File: config.mk
export PLATFORM = sky130hd
export DESIGN_NAME = mem_access_stage_flat
export DESIGN_NICKNAME = d
export VERILOG_FILES = /design/src/rtl/riscv_pkg.sv /design/src/rtl/mem_access_stage_if.sv /design/src/rtl/load_store_align.sv /design/src/rtl/mem_access_stage.sv /design/src/flat_wrapper.sv
export SDC_FILE = /design/constraint.sdc
export NUM_CORES = 1
export LEC_CHECK = 0
export BUFFER_PORTS_ARGS = -buffer_cell sky130_fd_sc_hd__buf_4
export CORE_ASPECT_RATIO = 1.4
export CORE_MARGIN = 2
export CORE_UTILIZATION = 29
export DETAILED_ROUTE_END_ITERATION = 6
export MAX_ROUTING_LAYER = met4
export PLACE_DENSITY = 0.57
export SLEW_MARGIN = 20
export SYNTH_ARGS = -nofsm -noshare
export SYNTH_HDL_FRONTEND = slang
export SYNTH_SLANG_ARGS = --single-unit
File: constraint.sdc
create_clock -name clk -period 2.4 [get_ports clk]
set_input_delay 0.36 -clock clk [delete_from_list [all_inputs] [get_ports clk]]
set_output_delay 0.36 -clock clk [all_outputs]
set_load 0.03 [all_outputs]
File: src/rtl/riscv_pkg.sv
// Shared definitions for the memory stage: load/store funct3 encodings, FSM states
// and the access-size decode used by the stage and its alignment helper.
package riscv_pkg;

    localparam logic [2:0] LB  = 3'b000;
    localparam logic [2:0] LH  = 3'b001;
    localparam logic [2:0] LW  = 3'b010;
    localparam logic [2:0] LBU = 3'b100;
    localparam logic [2:0] LHU = 3'b101;
    localparam logic [2:0] SB  = 3'b000;
    localparam logic [2:0] SH  = 3'b001;
    localparam logic [2:0] SW  = 3'b010;

    typedef enum logic [0:0] {
        IDLE = 1'b0,
        WAIT = 1'b1
    } mem_state_t;

    typedef enum logic [1:0] {
        SIZE_BYTE = 2'd0,
        SIZE_HALF = 2'd1,
        SIZE_WORD = 2'd2
    } access_size_t;

    // Unlisted funct3 encodings fall back to a full-word access.
    function automatic access_size_t decode_size(input logic [2:0] funct3, input logic is_store);
        access_size_t size;
        size = SIZE_WORD;
        if (is_store) begin
            case (funct3)
                SB:      size = SIZE_BYTE;
                SH:      size = SIZE_HALF;
                SW:      size = SIZE_WORD;
                default: size = SIZE_WORD;
            endcase
        end else begin
            case (funct3)
                LB, LBU: size = SIZE_BYTE;
                LH, LHU: size = SIZE_HALF;
                LW:      size = SIZE_WORD;
                default: size = SIZE_WORD;
            endcase
        end
        return size;
    endfunction

    function automatic logic is_signed_load(input logic [2:0] funct3);
        return (funct3 == LB) || (funct3 == LH);
    endfunction

endpackage

File: src/rtl/mem_access_stage_if.sv
// Data-memory valid/ack bus between the memory stage (master) and the memory (slave).
interface mem_access_stage_if;

    logic        dmem_req;
    logic        dmem_we;
    logic [31:0] dmem_addr;
    logic [31:0] dmem_wdata;
    logic [3:0]  dmem_wstrb;
    logic        dmem_ack;
    logic [31:0] dmem_rdata;

    modport master (
        output dmem_req,
        output dmem_we,
        output dmem_addr,
        output dmem_wdata,
        output dmem_wstrb,
        input  dmem_ack,
        input  dmem_rdata
    );

    modport slave (
        input  dmem_req,
        input  dmem_we,
        input  dmem_addr,
        input  dmem_wdata,
        input  dmem_wstrb,
        output dmem_ack,
        output dmem_rdata
    );

endinterface

File: src/rtl/load_store_align.sv
// Combinational byte-lane logic: store strobes/replication, load lane select with
// sign/zero extension, and misalignment detect (only when MEM_MISALIGN_TRAP_EN is defined).
module load_store_align
    import riscv_pkg::*;
(
    input  logic [2:0]  funct3,
    input  logic        is_store,
    input  logic [1:0]  offset,
    input  logic [31:0] store_data,
    input  logic [31:0] load_word,
    output logic [3:0]  wstrb,
    output logic [31:0] wdata,
    output logic [31:0] load_data,
    output logic        misaligned
);

    access_size_t size;
    logic         sign_ext;
    logic [7:0]   lane [4];
    logic [7:0]   sel_byte;
    logic [15:0]  sel_half;

    assign size     = decode_size(funct3, is_store);
    assign sign_ext = is_signed_load(funct3);

    generate
        for (genvar gi = 0; gi < 4; gi++) begin : g_lane
            assign lane[gi] = load_word[gi*8 +: 8];
        end
    endgenerate

    // Half-word lane is chosen by addr[1] alone; addr[0] is only relevant to the trap check.
    assign sel_byte = lane[offset];
    assign sel_half = offset[1] ? load_word[31:16] : load_word[15:0];

    always_comb begin
        wstrb     = 4'b1111;
        wdata     = store_data;
        load_data = load_word;
        case (size)
            SIZE_BYTE: begin
                wstrb     = 4'b0001 << offset;
                wdata     = {4{store_data[7:0]}};
                load_data = sign_ext ? {{24{sel_byte[7]}}, sel_byte} : {24'h0, sel_byte};
            end
            SIZE_HALF: begin
                wstrb     = offset[1] ? 4'b1100 : 4'b0011;
                wdata     = {2{store_data[15:0]}};
                load_data = sign_ext ? {{16{sel_half[15]}}, sel_half} : {16'h0, sel_half};
            end
            default: begin
                wstrb     = 4'b1111;
                wdata     = store_data;
                load_data = load_word;
            end
        endcase
    end

`ifdef MEM_MISALIGN_TRAP_EN
    always_comb begin
        misaligned = 1'b0;
        case (size)
            SIZE_HALF: misaligned = offset[0];
            SIZE_WORD: misaligned = (offset != 2'b00);
            default:   misaligned = 1'b0;
        endcase
    end
`else
    assign misaligned = 1'b0;
`endif

endmodule

File: src/rtl/mem_access_stage.sv
// Pipeline memory stage: drives the valid/ack data bus, stalls upstream while an access is
// outstanding and captures MEM/WB. Optional misaligned-access trap: MEM_MISALIGN_TRAP_EN.
module mem_access_stage
    import riscv_pkg::*;
#(
    parameter int TIMEOUT_CYCLES = 255
) (
    input  logic                      clk,
    input  logic                      reset,
    input  logic                      mem_read_in,
    input  logic                      mem_write_in,
    input  logic                      mem_to_reg_in,
    input  logic                      reg_write_in,
    input  logic [31:0]               alu_result_in,
    input  logic [31:0]               rs2_data_in,
    input  logic [4:0]                rd_in,
    input  logic [2:0]                funct3_in,
    output logic                      stall_out,
    mem_access_stage_if.master        dmem,
    output logic                      reg_write_out,
    output logic                      mem_to_reg_out,
    output logic [4:0]                rd_out,
    output logic [31:0]               alu_result_out,
    output logic [31:0]               mem_data_out,
    output logic                      bus_err_out,
    output logic                      misalign_err_out
);

    localparam int CNT_W = (TIMEOUT_CYCLES > 1) ? $clog2(TIMEOUT_CYCLES) : 1;
    // The abort fires in the WAIT cycle whose miss would bring the count to TIMEOUT_CYCLES.
    localparam logic [CNT_W-1:0] CNT_LAST = CNT_W'(TIMEOUT_CYCLES - 1);

    mem_state_t       state_reg, state_next;
    logic [CNT_W-1:0] cnt_reg;

    logic        req_reg, we_reg;
    logic [31:0] addr_reg, wdata_reg;
    logic [3:0]  wstrb_reg;

    logic        reg_write_reg, mem_to_reg_reg, bus_err_reg;
    logic [4:0]  rd_reg;
    logic [31:0] alu_result_reg, mem_data_reg;

    logic [3:0]  align_wstrb;
    logic [31:0] align_wdata, align_load_data;
    logic        misaligned;

    logic access, in_idle, in_wait, start, trap, done, timeout_hit, stall_int, bubble, load_done;

    load_store_align u_align (
        .funct3     (funct3_in),
        .is_store   (mem_write_in),
        .offset     (alu_result_in[1:0]),
        .store_data (rs2_data_in),
        .load_word  (dmem.dmem_rdata),
        .wstrb      (align_wstrb),
        .wdata      (align_wdata),
        .load_data  (align_load_data),
        .misaligned (misaligned)
    );

    assign access      = mem_read_in | mem_write_in;
    assign in_idle     = (state_reg == IDLE);
    assign in_wait     = (state_reg == WAIT);
    assign start       = in_idle && access && !misaligned;
    assign trap        = in_idle && access && misaligned;
    assign done        = in_wait && dmem.dmem_ack;
    assign timeout_hit = (TIMEOUT_CYCLES != 0) && in_wait && !dmem.dmem_ack && (cnt_reg == CNT_LAST);
    assign stall_int   = start || (in_wait && !dmem.dmem_ack && !timeout_hit);
    assign stall_out   = stall_int && !reset;
    assign bubble      = stall_int || timeout_hit || trap;
    assign load_done   = done && mem_read_in && !mem_write_in;

    always_ff @(posedge clk) begin
        if (reset) state_reg <= IDLE;
        else       state_reg <= state_next;
    end

    always_comb begin
        state_next = state_reg;
        case (state_reg)
            IDLE:    if (start) state_next = WAIT;
            WAIT:    if (done || timeout_hit) state_next = IDLE;
            default: state_next = IDLE;
        endcase
    end

    always_ff @(posedge clk) begin
        if (reset || start) begin
            cnt_reg <= '0;
        end else if (in_wait && !dmem.dmem_ack) begin
            cnt_reg <= cnt_reg + CNT_W'(1);
        end
    end

    // Bus fields are latched on WAIT entry and held untouched until ack or abort.
    always_ff @(posedge clk) begin
        if (reset) begin
            req_reg   <= 1'b0;
            we_reg    <= 1'b0;
            addr_reg  <= 32'h0;
            wdata_reg <= 32'h0;
            wstrb_reg <= 4'h0;
        end else if (start) begin
            req_reg   <= 1'b1;
            we_reg    <= mem_write_in;
            addr_reg  <= {alu_result_in[31:2], 2'b00};
            wdata_reg <= align_wdata;
            wstrb_reg <= mem_write_in ? align_wstrb : 4'h0;
        end else if (done || timeout_hit) begin
            req_reg   <= 1'b0;
            we_reg    <= 1'b0;
        end
    end

    always_ff @(posedge clk) begin
        if (reset) begin
            reg_write_reg  <= 1'b0;
            mem_to_reg_reg <= 1'b0;
            rd_reg         <= 5'd0;
            alu_result_reg <= 32'h0;
            mem_data_reg   <= 32'h0;
            bus_err_reg    <= 1'b0;
        end else begin
            rd_reg         <= rd_in;
            alu_result_reg <= alu_result_in;
            bus_err_reg    <= timeout_hit;
            if (bubble) begin
                reg_write_reg  <= 1'b0;
                mem_to_reg_reg <= 1'b0;
                mem_data_reg   <= 32'h0;
            end else begin
                reg_write_reg  <= reg_write_in;
                mem_to_reg_reg <= mem_to_reg_in;
                mem_data_reg   <= load_done ? align_load_data : 32'h0;
            end
        end
    end

`ifdef MEM_MISALIGN_TRAP_EN
    logic misalign_err_reg;

    always_ff @(posedge clk) begin
        if (reset) misalign_err_reg <= 1'b0;
        else       misalign_err_reg <= trap;
    end

    assign misalign_err_out = misalign_err_reg;
`else
    assign misalign_err_out = 1'b0;
`endif

    assign dmem.dmem_req   = req_reg;
    assign dmem.dmem_we    = we_reg;
    assign dmem.dmem_addr  = addr_reg;
    assign dmem.dmem_wdata = wdata_reg;
    assign dmem.dmem_wstrb = wstrb_reg;

    assign reg_write_out  = reg_write_reg;
    assign mem_to_reg_out = mem_to_reg_reg;
    assign rd_out         = rd_reg;
    assign alu_result_out = alu_result_reg;
    assign mem_data_out   = mem_data_reg;
    assign bus_err_out    = bus_err_reg;

endmodule

File: src/flat_wrapper.sv
// flat-port wrapper written by rule: the top's interface ports become plain ports
module mem_access_stage_flat import riscv_pkg::*;
#(
    parameter int TIMEOUT_CYCLES = 255
)
  (clk, reset, mem_read_in, mem_write_in, mem_to_reg_in, reg_write_in, alu_result_in, rs2_data_in, rd_in, funct3_in, stall_out, reg_write_out, mem_to_reg_out, rd_out, alu_result_out, mem_data_out, bus_err_out, misalign_err_out, dmem_dmem_req, dmem_dmem_we, dmem_dmem_addr, dmem_dmem_wdata, dmem_dmem_wstrb, dmem_dmem_ack, dmem_dmem_rdata);
  mem_access_stage_if dmem_i ();
  input  logic clk;
  input  logic reset;
  input  logic mem_read_in;
  input  logic mem_write_in;
  input  logic mem_to_reg_in;
  input  logic reg_write_in;
  input  logic [31:0] alu_result_in;
  input  logic [31:0] rs2_data_in;
  input  logic [4:0] rd_in;
  input  logic [2:0] funct3_in;
  output logic stall_out;
  output logic reg_write_out;
  output logic mem_to_reg_out;
  output logic [4:0] rd_out;
  output logic [31:0] alu_result_out;
  output logic [31:0] mem_data_out;
  output logic bus_err_out;
  output logic misalign_err_out;
  output wire logic [$bits(dmem_i.dmem_req)-1:0] dmem_dmem_req;
  output wire logic [$bits(dmem_i.dmem_we)-1:0] dmem_dmem_we;
  output wire logic [$bits(dmem_i.dmem_addr)-1:0] dmem_dmem_addr;
  output wire logic [$bits(dmem_i.dmem_wdata)-1:0] dmem_dmem_wdata;
  output wire logic [$bits(dmem_i.dmem_wstrb)-1:0] dmem_dmem_wstrb;
  input wire logic [$bits(dmem_i.dmem_ack)-1:0] dmem_dmem_ack;
  input wire logic [$bits(dmem_i.dmem_rdata)-1:0] dmem_dmem_rdata;
  assign dmem_dmem_req = dmem_i.dmem_req;
  assign dmem_dmem_we = dmem_i.dmem_we;
  assign dmem_dmem_addr = dmem_i.dmem_addr;
  assign dmem_dmem_wdata = dmem_i.dmem_wdata;
  assign dmem_dmem_wstrb = dmem_i.dmem_wstrb;
  assign dmem_i.dmem_ack = dmem_dmem_ack;
  assign dmem_i.dmem_rdata = dmem_dmem_rdata;
  mem_access_stage #(.TIMEOUT_CYCLES(TIMEOUT_CYCLES)) u_core (.clk(clk), .reset(reset), .mem_read_in(mem_read_in), .mem_write_in(mem_write_in), .mem_to_reg_in(mem_to_reg_in), .reg_write_in(reg_write_in), .alu_result_in(alu_result_in), .rs2_data_in(rs2_data_in), .rd_in(rd_in), .funct3_in(funct3_in), .stall_out(stall_out), .dmem(dmem_i), .reg_write_out(reg_write_out), .mem_to_reg_out(mem_to_reg_out), .rd_out(rd_out), .alu_result_out(alu_result_out), .mem_data_out(mem_data_out), .bus_err_out(bus_err_out), .misalign_err_out(misalign_err_out));
endmodule
# After elaboration in Yosys (flattened, before gate mapping)
# Index checks and enable logic that the tools add are counted.
# classes
order_cmp,1
eq_ne,5
add_sub_neg,1
mux,20
reduce_logical,24
shifts,1
bitwise,4
# op_table
cell,count
$pmux W32 S2,2
$mux W32,2
$bmux W8 S2,1
$mux W16,1
$mux W8,2
$add A8 B1 Y8 const B,1
$eq A8 B8 Y1 const B,1
$logic_and A1 B1 Y1,8
$mux W4,2
$pmux W2 S2,2
$pmux W4 S2,1
$eq A3 B3 Y1 const B,2
$reduce_or A2 Y1,3
$logic_or A1 B1 Y1,5
$mux W1,5
$logic_not A1 Y1,4
$shl A1 B2 Y4 const A,1
$eq A3 B1 Y1 const B,1
$ge A3 B3 Y1 const B,1
$logic_not A3 Y1,1
$not A2 Y3,1
$reduce_or A3 Y1,1
$eq A2 B1 Y1 const B,1
$logic_not A2 Y1,1
5 further kinds,6
# totals
output_inout_bits,144
inputBits,111
wordCells,69
ff_bits,149

# Longest topological paths before layout
# Gate-level depths: netlist (run 1).
# depth
word_depth,8
depth_mapped,7
mapped_depth_nobuf,6

# Hierarchy
# Synthesis (run 1) repeated with hierarchy kept, for this count alone.
# hier_totals
cells_unflattened,714
area_unflattened_um2,6180.9
# by_module_without_submodules
module,instances,seq_area_each_um2,area_each_um2,cells_each
mem_access_stage,1,2982.9,5068.6,522
load_store_align,1,0.0,1112.3,192

# Worst setup path after synthesis (run 1)
# No wires, ideal clock.
# synth_path
path_kind,reg2out
from,register u_core.state_reg (netlist: u_core.in_wait)
to,output stall_out
path_buffers,2
arrival_ns,1.489
required_ns,2.040
path_stages_with_launch,6
slack_ns,0.551
cell_sequence,dfxtp_1 buf_4 nor2b_1 clkbuf_1 o21ai_1 a21oi_1
# synth_via
elab_chain_len,6
# synth_lines
element,line,source
start: declaration,mem_access_stage.sv:33,"mem_state_t state_reg, state_next;"
start signal: assignment,mem_access_stage.sv:76,else state_reg <= state_next;
$logic_and A1 B1 Y1,"mem_access_stage.sv:68, mem_access_stage.sv:69",
$logic_and A1 B1 Y1,mem_access_stage.sv:68,assign timeout_hit = (TIMEOUT_CYCLES != 0) && in_wait && !dmem.dmem_ack && (cnt_reg == CNT_LAST);
$logic_not A1 Y1,mem_access_stage.sv:69,assign stall_int = start || (in_wait && !dmem.dmem_ack && !timeout_hit);
$logic_and A1 B1 Y1,mem_access_stage.sv:69,
$logic_or A1 B1 Y1 *,mem_access_stage.sv:69,
$logic_and A1 B1 Y1 *,mem_access_stage.sv:70,assign stall_out = stall_int && !reset;
end: declaration,flat_wrapper.sv:18,output logic stall_out;
# Mark *: on every way between the ends. The rest lies on a longest branch, timed or not.

# Worst setup path after layout (run 1)
# Same ends and word-level chain as after synthesis.

==> flow_metrics.env, run 1 <==
export IMPL_status="completed"
export IMPL_top_layer="met4"
export IMPL_instances_no_fill=1103
export IMPL_holdCritStartpoint="dmem_dmem_rdata[20]"
export IMPL_skew_ps=7.14
export IMPL_htree_levels=4
export IMPL_whs_path_depth=2
export IMPL_core_um2=18600
export IMPL_grt_pass1_vias=5014
export IMPL_fmax_mhz=468
export IMPL_rows=59
export IMPL_overflow=0
export IMPL_grt_antenna_before_repair=0
export IMPL_grt_pass1_wl_um=27200
export IMPL_antenna_cells=0
export IMPL_maxCapViolations=0
export IMPL_hold_viol_final=0
export IMPL_yosysWarnings=0
export IMPL_ys_seq_area_frac=0.541
export IMPL_cts_resized=0
export IMPL_slew_headroom=0.449
export IMPL_area_growth_pct=48.9
export IMPL_syn_inst=610
export IMPL_critPathLaunchType="register"
export IMPL_post_synth_num_cell_types=45
export IMPL_drc=0
export IMPL_cts_root_buf="clkbuf_16"
export IMPL_ys_ff_latch=149
export IMPL_wl_met2_um=9000
export IMPL_ant_nets=0
export IMPL_path_max_fanout=10
export IMPL_irDropWorstVdd_mv=0.413
export IMPL_cts_tree="built"
export IMPL_r2r_start="u_core.in_wait"
export IMPL_routabilityCongestion=0.842
export IMPL_p_leak_nw=3.79
export IMPL_min_path_type="input pin to register"
export IMPL_period_share=0.890
export IMPL_cts_hold_buf=0
export IMPL_totalWireLength_um=17700
export IMPL_rsz0062_at_grt="no"
export IMPL_critPathRequiredTime_ps=2040
export IMPL_drive_above_1_share=0.360
export IMPL_finalSetupViolCount=0
export IMPL_clock_path_buffers=2
export IMPL_fin_crit_ps=2140
export IMPL_met1_length_um=6990
export IMPL_clkLatencyLatePin_ps=430
export IMPL_cts_clk_slew_worst_paths_ps=70
export IMPL_dp_cells=1071
export IMPL_worstMarginPinSlew_ps=805
export IMPL_syn_area_um2=5510
export IMPL_setup_tns_ps=0
export IMPL_wire_per_inst_um=16.0
export IMPL_synth_edff_count=0
export IMPL_drv_slew=0
export IMPL_nNetsFinal=959
export IMPL_die_area_um2=20100
export IMPL_grt_max_degree=78
export IMPL_numCtsBuffers=17
export IMPL_critical_path_startpoint="u_core.in_wait"
export IMPL_worst_r2r_path_depth=6
export IMPL_drtPass1Iterations=5
export IMPL_worstPathArrival_ps=1780
export IMPL_avgSynthCellArea_um2=9.03
export IMPL_clkSinkCount=149
export IMPL_critPathCaptureType="output port"
export IMPL_critPathKind="register to output port"
export IMPL_viasPerCell=4.61
export IMPL_die_y_um=167
export IMPL_grt_usage=0.180
export IMPL_dr_first_iter_drc_count=271
export IMPL_postCtsSetupBuffers=0
export IMPL_met3_length_um=1370
export IMPL_reg2reg_slack_ps=510
export IMPL_dp_final_hpwl_um=12900
export IMPL_powerDensity_nw_per_um2=774
export IMPL_layout_common_cells="buf_4 (262), dfxtp_1 (149), nand2_1 (131), a21oi_1 (67), nor2_1 (43)"
export IMPL_io_pins=255
export IMPL_synthArstFlopShare=0
export IMPL_numPortBuffers=251
export IMPL_layout_commonest_cell="buf_4"
export IMPL_die_w_um=121
export IMPL_route_vias_total=5083
export IMPL_synthFlopType="dfxtp_1"
export IMPL_initial_core_util=0.296
[cell families after synthesis]
logic type | synth area share
simple gates | 0.197
flops | 0.541
compound gates | 0.158
buf+inv | 0.0416
mux | 0.0459
xor+xnor | 0.0111
fa+ha+maj | 0.00454
other cells | 0.000681
[synth_stat cells, types with 4 or more instances]
| cell type | number | share of area |
|---|---|---|
| dfxtp_1 | 149 | 0.54 |
| a21o_1 | 17 | 0.023 |
| nand2b_1 | 4 | 0.0045 |
| a21oi_1 | 68 | 0.062 |
| nor3_1 | 4 | 0.0036 |
| a211oi_1 | 15 | 0.020 |
| nor2_1 | 44 | 0.030 |
| nand2_1 | 131 | 0.089 |
| a311oi_1 | 8 | 0.013 |
| mux2i_1 | 14 | 0.025 |
| mux2_2 | 7 | 0.014 |
| xnor2_1 | 4 | 0.0064 |
| o211ai_1 | 16 | 0.022 |
| buf_4 | 4 | 0.0054 |
| clkbuf_1 | 37 | 0.025 |
| nor2b_1 | 40 | 0.045 |
[layout make-up]
type,instances,area (um2)
clock buffer,18,439
clock inverter,14,135
fill,1882,10400
inverter,3,11.3
multi-input combinational,411,2320
sequential,149,2980
tap,244,305
timing repair buffer,264,2010
[stage by stage]
step | total power, mW | hold WS (ps) | setup slack (ps) | utilization | instance area, um2
2_1_floorplan | 3.34 | 470 | 551 | - | 5520
3_3_place_gp | 3.83 | 440 | 485 | 0.410 | 7630
3_5_place_dp | 3.84 | 447 | 426 | 0.410 | 7630
4_1_cts | 6.45 | 115 | 242 | 0.441 | 8210
5_1_grt | 6.63 | 125 | 141 | 0.441 | 8210
6_report | 6.35 | 128 | 264 | 0.441 | 8210
[layer usage]
| metal | vias up | GRT usage |
|---|---|---|
| li1 | 2520 | - |
| met1 | 2359 | 0.196 |
| met2 | 185 | 0.303 |
| met3 | 19 | 0.0613 |
| met4 | 0 | 0.0627 |
| met5 | - | - |
[critical path, stage by stage, from the launching register on]
cell	delay [ps]
dfxtp_1	490
nor2b_1	170
buf_4	170
o21ai_1	150
a21oi_1	180
buf_4	190
[power by group]
group          internal (mW)  leakage (nW)  total [mW]  switching [mW]
Combinational          0.437          2.28        1.09           0.658
Sequential              2.61          1.23        2.67          0.0658
Clock                   1.40         0.277        2.58            1.19
Total                   4.44          3.79        6.35            1.91
[worst paths after layout]
| path | endpoint |
|---|---|
| worst max register to register | u_core.mem_data_out[29] |
| worst min register to register | u_core.dmem.dmem_wdata[8] |
| worst max-delay path | stall_out |
| worst min-delay path | u_core.mem_data_out[20] |
No activity file was read; power rests on OpenSTA's default activity.
==> run 2: changes to the inputs <==
--- a/config.mk
+++ b/config.mk
@@ -6,12 +6,14 @@
 export NUM_CORES = 1
 export LEC_CHECK = 0
 export BUFFER_PORTS_ARGS = -buffer_cell sky130_fd_sc_hd__buf_4
+export CELL_PAD_IN_SITES_DETAIL_PLACEMENT = 1
+export CELL_PAD_IN_SITES_GLOBAL_PLACEMENT = 2
 export CORE_ASPECT_RATIO = 1.4
 export CORE_MARGIN = 2
-export CORE_UTILIZATION = 29
+export CORE_UTILIZATION = 26
 export DETAILED_ROUTE_END_ITERATION = 6
 export MAX_ROUTING_LAYER = met4
-export PLACE_DENSITY = 0.57
+export PLACE_DENSITY = 0.83
 export SLEW_MARGIN = 20
 export SYNTH_ARGS = -nofsm -noshare
 export SYNTH_HDL_FRONTEND = slang
==> constraint.sdc (replaced) <==
create_clock -name clk -period 2 [get_ports clk]
set_input_delay 0.3 -clock clk [delete_from_list [all_inputs] [get_ports clk]]
set_output_delay 0.3 -clock clk [all_outputs]
set_load 0.03 [all_outputs]
==> flow_metrics.env, run 2 (same netlist as run 1, synthesis figures left out) <==
export IMPL_dr_first_iter_drc_count=249
export IMPL_instances_no_fill=1127
export IMPL_clkSinkCount=149
export IMPL_htree_levels=4
export IMPL_fmax_mhz=522
export IMPL_layout_commonest_cell="buf_4"
export IMPL_fin_crit_ps=1920
export IMPL_powerDensity_nw_per_um2=941
export IMPL_hold_viol_final=0
export IMPL_drv_slew=0
export IMPL_clock_path_buffers=2
export IMPL_finalSetupViolCount=0
export IMPL_worstMarginPinSlew_ps=541
export IMPL_crit_chain="buf_4, nor2b_1, o21ai_2, a21oi_2, buf_6"
export IMPL_die_y_um=176
export IMPL_dpl_cell_area_um2=7730
export IMPL_critPathLaunchType="register"
export IMPL_antenna_cells=0
export IMPL_numPortBuffers=251
export IMPL_routabilityCongestion=0.784
export IMPL_critPathCaptureType="output port"
export IMPL_grt_usage=0.169
export IMPL_cts_tree="built"
export IMPL_area_growth_pct=51.7
export IMPL_drive_above_1_share=0.368
export IMPL_ant_nets=0
export IMPL_cts_clk_slew_worst_paths_ps=60
export IMPL_overflow=0
export IMPL_nNetsFinal=967
export IMPL_totalWireLength_um=18500
export IMPL_wire_per_inst_um=16.4
export IMPL_slowest_stage="dfxtp_2"
export IMPL_skew_ps=8.58
export IMPL_min_path_type="input pin to register"
export IMPL_numCtsBuffers=17
export IMPL_maxCapViolations=0
export IMPL_grt_pass1_wl_um=28200
export IMPL_design_area_um2=8360
export IMPL_path_buf_inv=2
export IMPL_critPathKind="register to output port"
export IMPL_dp_final_hpwl_um=13700
export IMPL_p_leak_nw=3.85
export IMPL_fin_hold_ws_ps=73.9
export IMPL_clkLatencyLatePin_ps=430
export IMPL_grt_max_degree=110
export IMPL_die_w_um=127
export IMPL_whs_path_depth=2
export IMPL_drc=0
export IMPL_die_area_um2=22400
export IMPL_core_um2=21000
export IMPL_grt_antenna_before_repair=0
export IMPL_period_share=0.958
export IMPL_io_pins=255
export IMPL_grtUsageMet2=0.281
export IMPL_layout_common_cells="buf_4 (267), dfxtp_1 (147), nand2_1 (131), a21oi_1 (66), nor2_1 (43)"
export IMPL_slew_headroom=0.639
export IMPL_route_vias_total=5151
export IMPL_worst_r2r_path_depth=5
export IMPL_irDropWorstVdd_mv=0.572
export IMPL_met1_usage=0.190
export IMPL_critPathTopFamily="flip-flops"
export IMPL_worstPathArrival_ps=1620
export IMPL_rows=63
export IMPL_max_stage_delay_ps=390
export IMPL_status="completed"
export IMPL_dp_cells=1094
export IMPL_grt_pass1_vias=5163
export IMPL_cts_root_buf="clkbuf_16"
export IMPL_met3_usage=0.0494
export IMPL_initial_core_util=0.263
export IMPL_busiest_layer="met2"
export IMPL_viasPerCell=4.57
export IMPL_cp_depth=5
export IMPL_critPathRequiredTime_ps=1700
export IMPL_drtPass1Iterations=4
export IMPL_path_max_fanout=6
[run 2: cell types whose count changed in the layout (fill, tap and decap cells not counted), sizes merged]
cell      change
buf           +8
bufinv        +3
clkbuf        +3
clkinv        -2
clkinvlp      +1
inv           -5
[run 2: what timing repair did]
item / 4_1_cts / 5_1_grt
buffers inserted: 0 / 1
gates resized for setup: 5 / 0
cloned: 0 / 0
setup endpoints to repair: 1 / 1
pin swaps: 1 / 1
hold buffers: 0 / 0
[run 2: path summary, 6_finish.rpt]
kind,start,endpoint,slack (ps)
worst min-delay path,dmem_dmem_rdata[16],u_core.mem_data_out[16],70
worst min register to register,u_core.dmem.dmem_wdata[11],u_core.dmem.dmem_wdata[11],450
worst max register to register,u_core.in_wait,u_core.mem_data_out[29],240
worst max-delay path,u_core.in_wait,stall_out,80
[run 2: cell type report]
| type | instances | area, um2 |
|---|---|---|
| clock buffers | 21 | 460 |
| clock inverters | 11 | 149 |
| fillers | 2476 | 12600 |
| inverters | 3 | 11.3 |
| multi-input cells | 411 | 2330 |
| flip-flops and latches | 149 | 2990 |
| well taps | 260 | 325 |
| repair buffers | 272 | 2100 |
[run 2: through the flow]
stage	TNS, ps	utilization	worst slack, ps	power [mW]
floorplan	0	-	211	4.01
global placement	0	0.369	201	4.63
detailed placement	0	0.369	171	4.64
CTS	0	0.398	15.5	8.00
global route	-24.7	0.399	-24.7	8.23
finish	0	0.399	83.9	7.87
[run 2: power by group]
part           internal, mW  switching, mW  leakage, nW
clock network          2.03           1.27        0.290
logic                 0.544          0.809         2.33
registers              3.13         0.0768         1.23
total                  5.71           2.16         3.85
[run 2: worst register-to-register path: cells and delay by family (launching register included)]
kind	cells	cell delay (ps)
flip-flops	1	390
AO/OA/AOI/OAI	2	380
buffers and inverters	1	240
AND/OR/NAND/NOR	2	700
[run 2: layer usage]
| metal | vias to the layer above | routed length [um] | share of wire |
|---|---|---|---|
| met5 | - | 0 | 0 |
| met4 | 0 | 516 | 0.028 |
| met3 | 25 | 1250 | 0.068 |
| met2 | 179 | 9210 | 0.50 |
| met1 | 2410 | 7500 | 0.41 |
| li1 | 2537 | - | - |
